[config.mk]
export PLATFORM = sky130hd
export DESIGN_NAME = dmem_loader
export DESIGN_NICKNAME = d
export VERILOG_FILES = /design/src/rtl/dmem_loader.sv
export SDC_FILE = /design/constraint.sdc
export NUM_CORES = 1
export LEC_CHECK = 0
export CORE_ASPECT_RATIO = 0.9
export CORE_MARGIN = 3
export CORE_UTILIZATION = 42
export DETAILED_ROUTE_END_ITERATION = 8
export PLACE_DENSITY = 0.8
export SETUP_SLACK_MARGIN = 0.3
export SLEW_MARGIN = 20
export SYNTH_ARGS = -nofsm -noshare
export SYNTH_HDL_FRONTEND = slang
export SYNTH_SLANG_ARGS = --single-unit
[constraint.sdc]
create_clock -name CLOCK_50 -period 2.5 [get_ports CLOCK_50]
set_input_delay 0.75 -clock CLOCK_50 [delete_from_list [all_inputs] [get_ports CLOCK_50]]
set_output_delay 0.75 -clock CLOCK_50 [all_outputs]
set_load 0.02 [all_outputs]
[src/rtl/dmem_loader.sv]
// dmem_loader: streams matrix1 and matrix2 into CPU data memory over a valid/ready
//   word interface, zero-fills the result region, then releases the CPU from reset.
// Latency: a word accepted at edge k is written during cycle k+1 (registered write port);
//   with in_valid held high, loaded rises 1 + IN_WORDS + RES_WORDS + 1 cycles after start.
// Backpressure: in_ready is high throughout LOAD; gaps in in_valid simply stall the stream.
//
// Memory layout (word addresses):
//   0 .. M*N-1                     matrix1, row-major
//   M*N .. IN_WORDS-1              matrix2, row-major
//   IN_WORDS .. IN_WORDS+RES_WORDS-1  result region, zero-filled
//
// Ports:
//   CLOCK_50   in   system clock, rising edge
//   rst        in   asynchronous active-high reset
//   start      in   single-cycle load request (honoured in IDLE, DONE, ERROR)
//   in_valid   in   source has a word on in_data
//   in_data    in   streamed word (two's complement)
//   in_ready   out  loader accepts a word this cycle
//   mem_we     out  data-memory write enable
//   mem_addr   out  data-memory word address
//   mem_wdata  out  data-memory write data
//   cpu_rst    out  holds the CPU in reset (low only in DONE)
//   loaded     out  memory image complete, CPU released
//   busy       out  high in LOAD or CLEAR
//   error      out  checksum mismatch
//
// Optional feature: define DMEM_LOADER_CHECKSUM_EN to make LOAD accept one trailer word
// after the data words. The trailer is compared with the running sum (mod 2^WIDTH) of the
// data words: a match continues to CLEAR, a mismatch parks in ERROR. Without the macro no
// trailer is accepted, no sum register exists and error is constant 0.

module dmem_loader #(
    parameter int M      = 100,
    parameter int N      = 50,
    parameter int N2     = 2,
    parameter int WIDTH  = 32,
    parameter int ADDR_W = 16
) (
    input  logic              CLOCK_50,
    input  logic              rst,
    input  logic              start,
    input  logic              in_valid,
    input  logic [WIDTH-1:0]  in_data,
    output logic              in_ready,
    output logic              mem_we,
    output logic [ADDR_W-1:0] mem_addr,
    output logic [WIDTH-1:0]  mem_wdata,
    output logic              cpu_rst,
    output logic              loaded,
    output logic              busy,
    output logic              error
);

    localparam int IN_WORDS  = M * N + N * N2;
    localparam int RES_WORDS = M * N2;
    localparam int TOTAL     = IN_WORDS + RES_WORDS;

    // One extra counter bit so the counter can hold TOTAL even when TOTAL == 2^ADDR_W.
    localparam int CW = ADDR_W + 1;
    localparam logic [CW-1:0] C_LAST_IN = CW'(IN_WORDS - 1);
    localparam logic [CW-1:0] C_IN      = CW'(IN_WORDS);
    localparam logic [CW-1:0] C_TOTAL   = CW'(TOTAL);

    typedef enum logic [2:0] {
        S_IDLE,
        S_LOAD,
        S_CLEAR,
        S_DONE,
        S_ERROR
    } state_t;

    state_t            r_state;
    state_t            w_state_nxt;
    logic [CW-1:0]     r_cnt;
    logic              r_we;
    logic [ADDR_W-1:0] r_addr;
    logic [WIDTH-1:0]  r_wdata;

    logic w_xfer;
    logic w_data_xfer;
    logic w_clr_wr;
    logic w_enter_load;

    // Any accepted word; in_ready is decoded purely from state.
    assign w_xfer       = in_valid && (r_state == S_LOAD);
    // Accepted words that go to memory (the checksum trailer, when present, does not).
    assign w_data_xfer  = w_xfer && (r_cnt < C_IN);
    // CLEAR writes until the counter reaches TOTAL; the cycle at TOTAL lets the last
    // zero write commit before the CPU is released.
    assign w_clr_wr     = (r_state == S_CLEAR) && (r_cnt < C_TOTAL);
    assign w_enter_load = (w_state_nxt == S_LOAD) && (r_state != S_LOAD);

`ifdef DMEM_LOADER_CHECKSUM_EN
    logic [WIDTH-1:0] r_sum;
    logic             w_sum_ok;

    assign w_sum_ok = (r_sum == in_data);

    always_ff @(posedge CLOCK_50 or posedge rst) begin
        if (rst) begin
            r_sum <= '0;
        end else if (w_enter_load) begin
            r_sum <= '0;
        end else if (w_data_xfer) begin
            r_sum <= r_sum + in_data;
        end
    end
`endif

    // State register.
    always_ff @(posedge CLOCK_50 or posedge rst) begin
        if (rst) begin
            r_state <= S_IDLE;
        end else begin
            r_state <= w_state_nxt;
        end
    end

    // Next state and state-decoded outputs.
    always_comb begin
        w_state_nxt = r_state;
        in_ready    = 1'b0;
        busy        = 1'b0;
        cpu_rst     = 1'b1;
        loaded      = 1'b0;
        error       = 1'b0;
        case (r_state)
            S_IDLE: begin
                if (start) begin
                    w_state_nxt = S_LOAD;
                end
            end
            S_LOAD: begin
                in_ready = 1'b1;
                busy     = 1'b1;
`ifdef DMEM_LOADER_CHECKSUM_EN
                if (w_xfer && (r_cnt == C_IN)) begin
                    w_state_nxt = w_sum_ok ? S_CLEAR : S_ERROR;
                end
`else
                if (w_xfer && (r_cnt == C_LAST_IN)) begin
                    w_state_nxt = S_CLEAR;
                end
`endif
            end
            S_CLEAR: begin
                busy = 1'b1;
                if (r_cnt == C_TOTAL) begin
                    w_state_nxt = S_DONE;
                end
            end
            S_DONE: begin
                cpu_rst = 1'b0;
                loaded  = 1'b1;
                if (start) begin
                    w_state_nxt = S_LOAD;
                end
            end
            S_ERROR: begin
`ifdef DMEM_LOADER_CHECKSUM_EN
                error = 1'b1;
`endif
                if (start) begin
                    w_state_nxt = S_LOAD;
                end
            end
            default: begin
                w_state_nxt = S_IDLE;
            end
        endcase
    end

    // Word counter and registered memory write port. The counter doubles as the write
    // address for both the data stream and the zero fill, so addresses are contiguous
    // and at most one write is issued per cycle.
    always_ff @(posedge CLOCK_50 or posedge rst) begin
        if (rst) begin
            r_cnt   <= '0;
            r_we    <= 1'b0;
            r_addr  <= '0;
            r_wdata <= '0;
        end else begin
            r_we <= 1'b0;
            if (w_enter_load) begin
                r_cnt <= '0;
            end else if (w_data_xfer) begin
                r_we    <= 1'b1;
                r_addr  <= r_cnt[ADDR_W-1:0];
                r_wdata <= in_data;
                r_cnt   <= r_cnt + 1'b1;
            end else if (w_clr_wr) begin
                r_we    <= 1'b1;
                r_addr  <= r_cnt[ADDR_W-1:0];
                r_wdata <= '0;
                r_cnt   <= r_cnt + 1'b1;
            end
        end
    end

    assign mem_we    = r_we;
    assign mem_addr  = r_addr;
    assign mem_wdata = r_wdata;

endmodule

; ---- Yosys cells after proc, flatten, opt, wreduce, memory -nomap -nowiden
; Cells that the tools add are included.
[word_totals]
input_bits = 36
reg_bits = 69
out_inout_bits = 54
wordCells = 46
[classes]
n_reduce_logical = 11
magnitude_cmp = 2
bitwise_logic = 1
eq_ne = 8
n_mux = 18
add_sub_neg = 1
[ops]
columns = cell, count
row1 = 32-bit two-way mux, 2
row2 = 17-bit two-way mux, 3
row3 = 17-bit by 13-bit equality test with 1-bit output (second input constant), 2
row4 = 17-bit by 13-bit < comparator with 1-bit output (second input constant), 2
row5 = 16-bit two-way mux, 2
row6 = 17-bit by 1-bit adder with 17-bit output (second input constant), 1
row7 = 3-bit two-way mux, 3
row8 = 3-bit one-hot mux with 3 select lines, 1
row9 = 1-bit two-way mux, 7
row10 = 3-bit by 1-bit equality test with 1-bit output (second input constant), 2
row11 = 3-bit by 2-bit equality test with 1-bit output (second input constant), 2
row12 = 1-bit logical AND, 5
row13 = 3-bit equality test (second input constant), 1
row14 = 3-bit logical NOT, 1
row15 = 3-bit by 1-bit inequality test with 1-bit output (second input constant), 1
row16 = 3-bit nonzero test, 1
row17 = 3-bit OR reduction, 1
row18 = 2-bit AND reduction, 1
row19 = 2-bit nonzero test, 1
row20 = 2-bit OR reduction, 1
row21 = 1-bit NOT, 1

; ---- Logic depth before layout (Yosys ltp)
; Gate-level depths: netlist of run 1.
[logic_depth]
word_depth = 9
ltp_mapped = 9
mapped_depth_nobuf = 6

; ---- Worst setup path after synthesis of run 1
; Ideal clock, no wire load.
[synth_path]
path_type = reg-to-reg
startpoint = reg r_state[1]
endpoint = reg r_addr[0] (netlist: mem_addr[0])
setup_slack_ps = 111
setup_ps = 125
synth_period_minus_slack_ps = 2389
stages_incl_launch_ff = 9
path_buffers = 2
arrival_time_ps = 2264
required_ps = 2375
cell_sequence = dfrtp_1 > nor3b_1 > and3_1 > o211ai_2 > and2_1 > buf_6 > inv_6 > buf_12 > mux2_4
[synth_via]
elab_chain_len = 9
word_cells_on_any_way = 21
classes_between = eq/ne: 6 / mux: 5 / bitwise: 1 / reduce/logical: 9
[synth_rtl]
columns = item, line_no
row1 = from (decl), 72  ; state_t r_state;
row2 = from (signal assigned), 115  ; r_state <= w_state_nxt;
row3 = 3-bit by 1-bit equality test with 1-bit output, "85, 127"
row4 = 1-bit logical AND, 85  ; assign w_xfer = in_valid && (r_state == S_LOAD);
row5 = 1-bit logical AND, 141  ; if (w_xfer && (r_cnt == C_LAST_IN)) begin
row6 = 3-bit two-way mux, 141
row7 = 3-bit one-hot mux with 3 select lines, 127  ; case (r_state)
row8 = 3-bit by 1-bit equality test with 1-bit output, 91  ; assign w_enter_load = (w_state_nxt == S_LOAD) && (r_state != S_LOAD);
row9 = 1-bit logical AND, 91
row10 = 1-bit NOT (no line), n/a
row11 = 2-bit AND reduction (no line), n/a
row12 = to (signal assigned), 188  ; r_addr <= r_cnt[ADDR_W-1:0];
row13 = to (signal assigned), 193  ; r_addr <= r_cnt[ADDR_W-1:0];
row14 = to (decl), 76  ; logic [ADDR_W-1:0] r_addr;
; Parallel ways exist; a longest one is shown, timed or not.
; A chain may end at the register's enable or synchronous reset.

; ---- Final worst setup path of run 1
[layout_path]
startpoint = reg r_cnt[1]
endpoint = reg r_state[0]
[layout_via]
elab_chain_len = 4
word_cells_on_any_way = 6
classes_between = eq/ne: 2 / mux: 3 / reduce/logical: 1
[layout_rtl]
columns = item, line_no
row1 = from (decl), 74  ; logic [CW-1:0] r_cnt;
row2 = from (signal assigned), 190  ; r_cnt <= r_cnt + 1'b1;
row3 = from (signal assigned), 195  ; r_cnt <= r_cnt + 1'b1;
row4 = 17-bit by 13-bit equality test with 1-bit output, 141
row5 = 1-bit logical AND, 141
row6 = 3-bit two-way mux, 141
row7 = 3-bit one-hot mux with 3 select lines *, 127
row8 = net w_state_nxt[0], 73  ; state_t w_state_nxt;
; The timed path passes the listed nets; every way through them passes the cells marked *.

==> results of run 1 <==
==> cell families after synthesis <==
group | after synthesis | synth area share
flip-flops | 69 | 0.578
AND/OR/NAND/NOR | 68 | 0.130
AO/OA/AOI/OAI | 56 | 0.147
multiplexers | 23 | 0.0938
buffers and inverters | 22 | 0.0431
adder cells (fa/ha/maj) | 1 | 0.00419
other | 1 | 0.00126
XOR/XNOR | 1 | 0.00293
==> stage by stage <==
| stage | utilization | instance area (µm²) | power [µW] | cells |
|---|---|---|---|---|
| after floorplan | - | 3000 | 2110 | 241 |
| after global placement | 0.594 | 4000 | 2560 | 414 |
| after detailed placement | 0.594 | 4000 | 2600 | 414 |
| after CTS | 0.625 | 4200 | 3520 | 430 |
| after global routing | 0.627 | 4220 | 3680 | 432 |
| final | 0.627 | 4220 | 3480 | 432 |
==> cell type report <==
class | count | share of cell area
Multi-Input combinational cell | 150 | 0.272
Sequential cell | 69 | 0.411
Clock inverter | 6 | 0.0148
Clock buffer | 10 | 0.0327
Tap cell | 90 | 0.0267
Timing Repair inverter | 1 | 0.00119
Inverter | 5 | 0.00653
Timing Repair Buffer | 101 | 0.235
==> power breakdown <==
group | internal, µW | switching (µW) | leakage [µW]
Sequential | 1320 | 183 | 0.000844
Combinational | 572 | 497 | 0.000925
Clock | 486 | 426 | 0.000106
==> timing repair <==
action,in CTS,in global routing
gates cloned,0,1
resized for setup,8,13
setup endpoints to repair,6,53
buffers inserted,0,1
==> layout by cell type (no fill, tap or decap), types with 2 or more instances in the layout <==
cell type and count:
a21oi_1 11, a22o_1 32, nand4_1 8, and2_1 6, nand3b_1 2, and3_1 5, a22oi_1 2, o31ai_1 2
clkbuf_8 10, inv_1 3, mux2_4 9, dfrtp_2 4, o21ai_0 2, mux2i_1 10, nand2b_1 9, clkbuf_2 2
buf_12 2, nand3_1 4, buf_4 10, nand2_1 17, and4_1 3, dfrtp_1 65, nor2_1 4, clkinv_2 4
mux2_2 4, nor4b_1 2, clkdlybuf4s50_1 84, clkinv_4 3
==> routing by layer <==
metal,wire length [µm],part of all wire,vias up
met3,458,0.066,11
met5,0,0,-
met2,3380,0.49,85
li1,-,-,1073
met4,127,0.018,0
met1,2970,0.43,1135
==> worst max-delay path: cells and delay by family (launching register included) <==
kind,cells,cell delay [ps]
AND/OR/NAND/NOR,2,970
adder cells (fa/ha/maj),1,240
AO/OA/AOI/OAI,2,270
buffers and inverters,1,60
flip-flops,1,470
==> sequential cells by signal (all words and copies together) (netlist names) <==
register and flops:
mem_addr 16, mem_wdata 32, mem_we 1, r_cnt 17
r_state 3
==> path summary, 6_finish.rpt <==
| path | start | endpoint | depth (start not counted) |
|---|---|---|---|
| min | mem_wdata[11]$_DFFE_PP0P_ | mem_wdata[11]$_DFFE_PP0P_ | 1 |
| max | r_cnt[1]$_DFFE_PP0P_ | r_state[0]$_DFF_PP0_ | 6 |
| max reg2reg | r_cnt[1]$_DFFE_PP0P_ | r_state[0]$_DFF_PP0_ | 6 |
| min reg2reg | mem_wdata[11]$_DFFE_PP0P_ | mem_wdata[11]$_DFFE_PP0P_ | 1 |
| max in group asynchronous | rst | r_state[0]$_DFF_PP0_ | 3 |
| min in group asynchronous | rst | mem_wdata[16]$_DFFE_PP0P_ | 3 |
==> flow_metrics.py, run 1 <==
metrics = {
    "run_status": {
        "status": "finished, final reports clean",
    },
    "logic_synthesis": {
        "synth_seq_area_share": 0.578,
        "yosysMostFrequentCell": "dfrtp_1",
        "netlist_instances": 241,
        "yosysUniqueCellTypes": 41,
        "synthTopCellsByCount": "69 x dfrtp_1, 32 x a22o_1, 17 x nand2_1",
        "synth-main-ff-cell": "dfrtp_1",
        "postSynthAreaPerCell_um2": 12.4,
        "yosysTopAreaCell": "dfrtp_1",
        "netlist_top_cells_area": "dfrtp_1 58%, a22o_1 9.4%, mux2_4 4.5%",
        "syn_area_um2": 2990,
        "synthArstFlopShare": 1.00,
        "syn-num-nets": 278,
        "yosysWarnings": 0,
        "ys_ff_latch": 69,
        "yosysTopAreaCellShare": 0.578,
        "synth_edf_count": 0,
    },
    "global_routing": {
        "gr-total-overflow": 0,
        "grt_pass1_wl_mm": 11.4,
        "grt_start_max_net_pins": 40,
        "grt_use_met1": 0.238,
        "grtUsageMet2": 0.287,
        "gr-max-usage-layer": "met2",
        "grt_use_total": 0.184,
        "antenna_found_initial": 0,
        "grt_pass1_vias": 2302,
        "use_met3": 0.0570,
    },
    "worst_setup_path": {
        "start_kind": "flop",
        "crit_chain": "ha_1, inv_1, or4b_2, or3_1, a22oi_1, o31ai_1",
        "crit_type": "flop to flop",
        "critPathMaxFanout": 7,
        "reg2reg_setup_slack_ps": 380,
        "crit_required_ps": 2730,
        "critPathCaptureType": "flop",
        "worstPathArrival_ps": 2350,
        "max_stage_delay_ps": 610,
        "cp_slowest_cell": "or4b_2",
    },
    "layout": {
        "finalNetCount": 374,
        "antenna_cells": 0,
        "nFillCells": 561,
        "seq_area_um2": 1730,
        "multiInputGateArea_um2": 1150,
        "area_growth_pct": 41.1,
        "drive_gt1_frac": 0.173,
    },
    "hold_path": {
        "hp-class": "flop to flop",
    },
    "pwr": {
        "powerDensity_nw_per_um2": 827,
        "irDropWorstVdd_v": 0.000369,
        "p_leak_uw": 0.00188,
    },
    "detailed_routing": {
        "drc": 0,
        "firstDrtPassIters": 4,
        "ant_nets": 0,
        "vias": 2304,
        "drtIter0Drc": 118,
        "wl_per_cell_um": 16.1,
        "wirelength_mm": 6.94,
        "via_per_inst": 5.33,
    },
    "timing": {
        "timing.final.ws_setup_ps": 377,
        "hold_viol_final": 0,
        "fmaxAchievable_mhz": 471,
        "fin_crit_sh": 0.849,
        "worst_clock_skew_ps": 7.80,
        "rsz0062_at_grt": "no",
        "slew_violations": 0,
        "period_needed_ps": 2120,
        "worst_hold_slack_ps": 503,
        "setup-violations-final": 0,
        "setup-tns-final_ps": 0,
    },
    "die": {
        "die_y_um": 86,
        "dieArea_um2": 8160,
        "die_w_um": 94.9,
        "core_area_um2": 6730,
        "rows": 28,
        "io_pins": 90,
        "initial_core_util": 0.444,
    },
    "flow_run": {
        "maxCapViolations": 0,
    },
    "clock_tree": {
        "root_buffer": "clkbuf_8",
        "cts_hold_buf": 0,
        "cts_buffers": 9,
        "clockBufferDepth": 2,
        "cts.sink_count": 69,
        "clkTransAtPathRegs_ps": 70,
        "h-tree-depth": 3,
        "worst_skew_pair.late_latency_ps": 350,
        "cts_tree": "yes",
    },
    "place": {
        "dp_hpwl_mm": 4.81,
        "io_buffers": 88,
        "place.gp.congestion": 0.868,
        "pre_cts_ws_ps": 94.2,
    },
}
Note: power is estimated with default switching activity, not from simulation.
==> run 2: changes to the inputs <==
==> constraint.sdc (replaced) <==
create_clock -name CLOCK_50 -period 1.8 [get_ports CLOCK_50]
set_input_delay 0.54 -clock CLOCK_50 [delete_from_list [all_inputs] [get_ports CLOCK_50]]
set_output_delay 0.54 -clock CLOCK_50 [all_outputs]
set_load 0.02 [all_outputs]
==> flow_metrics.py, run 2 (same netlist as run 1, synthesis figures left out) <==
metrics = {
    "worst_setup_path": {
        "worstPathArrival_ps": 2170,
        "critPathMaxFanout": 7,
        "crit_type": "flop to flop",
        "critPathCaptureType": "flop",
        "crit_required_ps": 2030,
        "start_kind": "flop",
    },
    "detailed_routing": {
        "drtIter0Drc": 175,
        "via_per_inst": 5.37,
        "ant_nets": 0,
        "wl_per_cell_um": 16.8,
        "vias": 2488,
        "firstDrtPassIters": 4,
        "drc": 0,
        "wirelength_mm": 7.79,
    },
    "global_routing": {
        "antenna_found_initial": 0,
        "gr-total-overflow": 0,
        "grt_start_max_net_pins": 70,
        "grt_pass1_wl_mm": 12.6,
        "grt_use_total": 0.199,
        "grt_pass1_vias": 2492,
    },
    "die": {
        "die_y_um": 86,
        "initial_core_util": 0.444,
        "core_area_um2": 6730,
        "dieArea_um2": 8160,
        "die_w_um": 94.9,
        "rows": 28,
        "io_pins": 90,
    },
    "pwr": {
        "powerDensity_nw_per_um2": 1100,
        "irDropWorstVdd_v": 0.000497,
        "fin_total_pwr_uw": 4810,
        "p_leak_uw": 0.00209,
    },
    "timing": {
        "timing.final.ws_setup_ps": -139,
        "worst_clock_skew_ps": 5.02,
        "worst_hold_slack_ps": 499,
        "hold_viol_final": 0,
        "period_needed_ps": 1940,
        "fmaxAchievable_mhz": 516,
        "slew_violations": 0,
        "rsz0062_at_grt": "yes",
        "setup-tns-final_ps": -5190,
        "setup-violations-final": 60,
        "fin_crit_sh": 1.08,
    },
    "clock_tree": {
        "clockBufferDepth": 2,
        "clkTransAtPathRegs_ps": 80,
        "h-tree-depth": 3,
        "worst_skew_pair.late_latency_ps": 340,
        "cts.sink_count": 69,
        "root_buffer": "clkbuf_8",
        "cts_buffers": 9,
        "cts_tree": "yes",
    },
    "layout": {
        "finalNetCount": 405,
        "largest_reg_flops": 32,
        "layout_commonest_cell": "dfrtp_1",
        "drive_gt1_frac": 0.440,
        "multiInputGateArea_um2": 1280,
        "final_cell_mix": "64 x dfrtp_1, 49 x buf_2, 37 x buf_4, 35 x clkdlybuf4s50_1, 32 x a22o_1",
        "nFillCells": 537,
        "fin_cells": 463,
        "seq_area_um2": 1730,
        "area_growth_pct": 46.0,
        "antenna_cells": 0,
    },
    "place": {
        "dp_hpwl_mm": 5.11,
        "io_buffers": 88,
        "place.gp.congestion": 0.842,
        "placed_cells": 438,
    },
    "flow_run": {
        "maxCapViolations": 0,
    },
    "run_status": {
        "status": "complete, but fails checks",
        "violations": "negative setup slack",
    },
    "hold_path": {
        "hp-class": "flop to flop",
    },
}
run 2: final timing paths:
kind	startpoint	endpoint	slack, ps	cells past startpoint
max	r_cnt[13]$_DFFE_PP0P_	mem_addr[6]$_DFFE_PP0P_	-140	7
min	mem_wdata[4]$_DFFE_PP0P_	mem_wdata[4]$_DFFE_PP0P_	500	1
min in group asynchronous	rst	mem_wdata[19]$_DFFE_PP0P_	650	3
min reg2reg	mem_wdata[4]$_DFFE_PP0P_	mem_wdata[4]$_DFFE_PP0P_	500	1
max in group asynchronous	rst	r_state[2]$_DFF_PP0_	850	3
max reg2reg	r_cnt[13]$_DFFE_PP0P_	mem_addr[6]$_DFFE_PP0P_	-140	7
run 2: what timing repair did:
item / 4_1_cts / 5_1_grt
cloned: 1 / 0
setup endpoints to repair: 117 / 72
resized for setup: 236 / 25
pin swaps: 1 / 8
hold buffers: 0 / 0
setup buffers: 3 / 5
run 2: layer usage:
metal,vias up,share of wire,GRT usage,wire [µm]
li1,1137,-,-,-
met5,-,0,0,0
met4,0,0.022,0.0682,168
met3,17,0.077,0.0623,601
met1,1222,0.42,0.269,3290
met2,112,0.48,0.305,3730
run 2: cell type report:
class / instances / share of cell area
Inverter: 5 / 0.00689
Timing Repair inverter: 1 / 0.00258
Tap cell: 90 / 0.0258
Multi-Input combinational cell: 150 / 0.293
Sequential cell: 69 / 0.398
Clock buffer: 9 / 0.0284
Timing Repair Buffer: 132 / 0.234
Clock inverter: 7 / 0.0118
run 2: power by group:
group / switching, µW / internal [µW]
logic: 846 / 806
registers: 193 / 1840
clock network: 624 / 503
run 2: metrics by stage:
step | setup slack, ps | cell area, µm² | util
floorplan | -304 | 3060 | -
global placement | -380 | 4230 | 0.628
detailed placement | -411 | 4230 | 0.628
CTS | -83.1 | 4240 | 0.630
global route | -235 | 4360 | 0.648
finish | -139 | 4360 | 0.648
run 2: critical path, stage by stage, from the launching register on:
cell and delay (ps):
dfrtp_1 400, nor4_2 290, buf_4 170, nand2_2 50
a221o_1 280, and2_4 230, inv_8 100, mux2_4 300
==> run 3: changes to the inputs <==
==> constraint.sdc (replaced) <==
create_clock -name CLOCK_50 -period 1.73 [get_ports CLOCK_50]
set_input_delay 0.519 -clock CLOCK_50 [delete_from_list [all_inputs] [get_ports CLOCK_50]]
set_output_delay 0.519 -clock CLOCK_50 [all_outputs]
set_load 0.02 [all_outputs]
==> flow_metrics.py, run 3 (same netlist as run 1, synthesis figures left out) <==
metrics = {
    "pwr": {
        "powerDensity_nw_per_um2": 1160,
        "p_int_uw": 3900,
        "p_leak_uw": 0.00232,
        "fin_total_pwr_uw": 5700,
        "irDropWorstVdd_v": 0.000864,
        "p_sw_uw": 1800,
        "combPwrFrac": 0.362,
        "power.share.sequential": 0.376,
        "clkPwrFrac": 0.262,
        "p_sw_frac": 0.316,
    },
    "place": {
        "placed_cell_area_um2": 4260,
        "pre_cts_ws_ps": -431,
        "dp_hpwl_mm": 5.36,
        "placed_cells": 442,
        "place.gp.congestion": 0.891,
        "io_buffers": 88,
    },
    "timing": {
        "period_needed_ps": 2060,
        "fmaxAchievable_mhz": 484,
        "fin_crit_sh": 1.19,
        "hold_viol_final": 0,
        "slew_violations": 0,
        "setup-violations-final": 66,
        "timing.final.ws_setup_ps": -335,
        "worst_clock_skew_ps": 7.59,
        "rsz0062_at_grt": "yes",
    },
    "worst_setup_path": {
        "critPathMaxFanout": 7,
        "crit_type": "flop to flop",
        "critPathCaptureType": "flop",
        "crit_required_ps": 1950,
        "worstPathArrival_ps": 2280,
        "start_kind": "flop",
    },
    "run_status": {
        "status": "complete, but fails checks",
        "violations": "negative setup slack",
    },
    "layout": {
        "finalInstanceArea_um2": 4920,
        "multiInputGateArea_um2": 1340,
        "drive_gt1_frac": 0.495,
        "seq_area_um2": 1740,
        "area_growth_pct": 64.6,
        "fin_cells": 494,
        "largest_reg_flops": 32,
        "final_cell_mix": "70 x buf_4, 62 x dfrtp_1, 36 x buf_6, 35 x clkdlybuf4s50_1, 32 x a22o_1",
        "antenna_cells": 0,
        "nFillCells": 444,
        "layout_commonest_cell": "buf_4",
        "fin_util": 0.731,
        "finalNetCount": 436,
    },
    "global_routing": {
        "grt_pass1_vias": 2575,
        "grt_pass1_wl_mm": 13.0,
        "gr-total-overflow": 0,
        "grt_start_max_net_pins": 57,
        "grt_use_total": 0.208,
        "antenna_found_initial": 0,
    },
    "detailed_routing": {
        "vias": 2612,
        "drtIter0Drc": 182,
        "wl_per_cell_um": 18.0,
        "wirelength_mm": 8.91,
        "ant_nets": 0,
        "drc": 0,
        "firstDrtPassIters": 4,
        "via_per_inst": 5.29,
    },
    "clock_tree": {
        "cts.sink_count": 69,
        "clkTransAtPathRegs_ps": 80,
        "clockBufferDepth": 2,
        "cts_buffers": 9,
        "worst_skew_pair.late_latency_ps": 330,
        "h-tree-depth": 3,
        "root_buffer": "clkbuf_8",
        "cts_tree": "yes",
    },
    "flow_run": {
        "maxCapViolations": 0,
    },
    "die": {
        "die_y_um": 86,
        "dieArea_um2": 8160,
        "core_area_um2": 6730,
        "initial_core_util": 0.444,
        "rows": 28,
        "io_pins": 90,
        "die_w_um": 94.9,
    },
    "hold_path": {
        "hp-class": "flop to flop",
    },
}
==> run 3: changes by cell type in the layout (fill, tap and decap cells not counted), sizes merged <==
cell	previous run	this run
clkinvlp	3	4
clkinv	4	0
inv	6	5
clkbuf	9	11
buf	97	128
bufinv	0	2
==> run 3: worst paths after layout <==
check                                    startpoint                  endpoint  slack (ps)  depth (start not counted)
setup / recovery               r_state[0]$_DFF_PP0_   mem_addr[8]$_DFFE_PP0P_        -330                          7
hold / removal             mem_wdata[6]$_DFFE_PP0P_  mem_wdata[6]$_DFFE_PP0P_         500                          1
setup reg to reg               r_state[0]$_DFF_PP0_   mem_addr[8]$_DFFE_PP0P_        -330                          7
hold reg to reg            mem_wdata[6]$_DFFE_PP0P_  mem_wdata[6]$_DFFE_PP0P_         500                          1
max in group asynchronous                       rst      r_state[1]$_DFF_PP0_         840                          3
min in group asynchronous                       rst   mem_addr[5]$_DFFE_PP0P_         590                          3
==> run 3: critical path: stages, from the launching register on <==
cell	delay, ps
dfrtp_1	420
buf_4	160
nor3b_1	310
nand2_2	110
a221o_1	310
and2_4	230
inv_8	100
mux2_4	300
==> run 3: area by class of cell <==
cell class | instances | area share
sequential | 69 | 0.353
timing repair buffer | 163 | 0.295
multi-input combinational | 150 | 0.273
clock buffer | 11 | 0.0308
tap | 90 | 0.0229
clock inverter | 5 | 0.0168
inverter | 5 | 0.00611
timing repair inverter | 1 | 0.00178
==> run 3: stage by stage <==
stage | setup TNS, ps | hold slack, ps
floorplan | -11920 | 454
global placement | -19500 | 472
detailed placement | -21000 | 477
CTS | -6400 | 496
global route | -18670 | 513
finish | -17650 | 498
==> run 3: routing by layer <==
layer | vias to the layer above | track usage | share of wire
met5 | - | 0 | 0
met4 | 0 | 0.0655 | 0.011
met3 | 8 | 0.0553 | 0.065
met2 | 106 | 0.336 | 0.50
met1 | 1299 | 0.272 | 0.42
li1 | 1199 | - | -
==> run 3: power by group through the flow <==
| stage | sequential [µW] | clock, µW | combinational, µW |
|---|---|---|---|
| 4_1_cts | 2120 | 1520 | 1690 |
| 6_report | 2140 | 1500 | 2060 |
| 3_3_place_gp | 2140 | 0 | 1790 |
| 2_1_floorplan | 2390 | 0 | 703 |
| 3_5_place_dp | 2150 | 0 | 1850 |
| 5_1_grt | 2170 | 1590 | 2200 |
==> run 3: timing repair <==
action,4_1_cts,5_1_grt
endpoints found under the hold margin,0,0
pin swaps,6,5
cloned,2,0
resized for setup,259,76
setup endpoints to repair,121,109
setup buffers,3,31
hold buffers,0,0
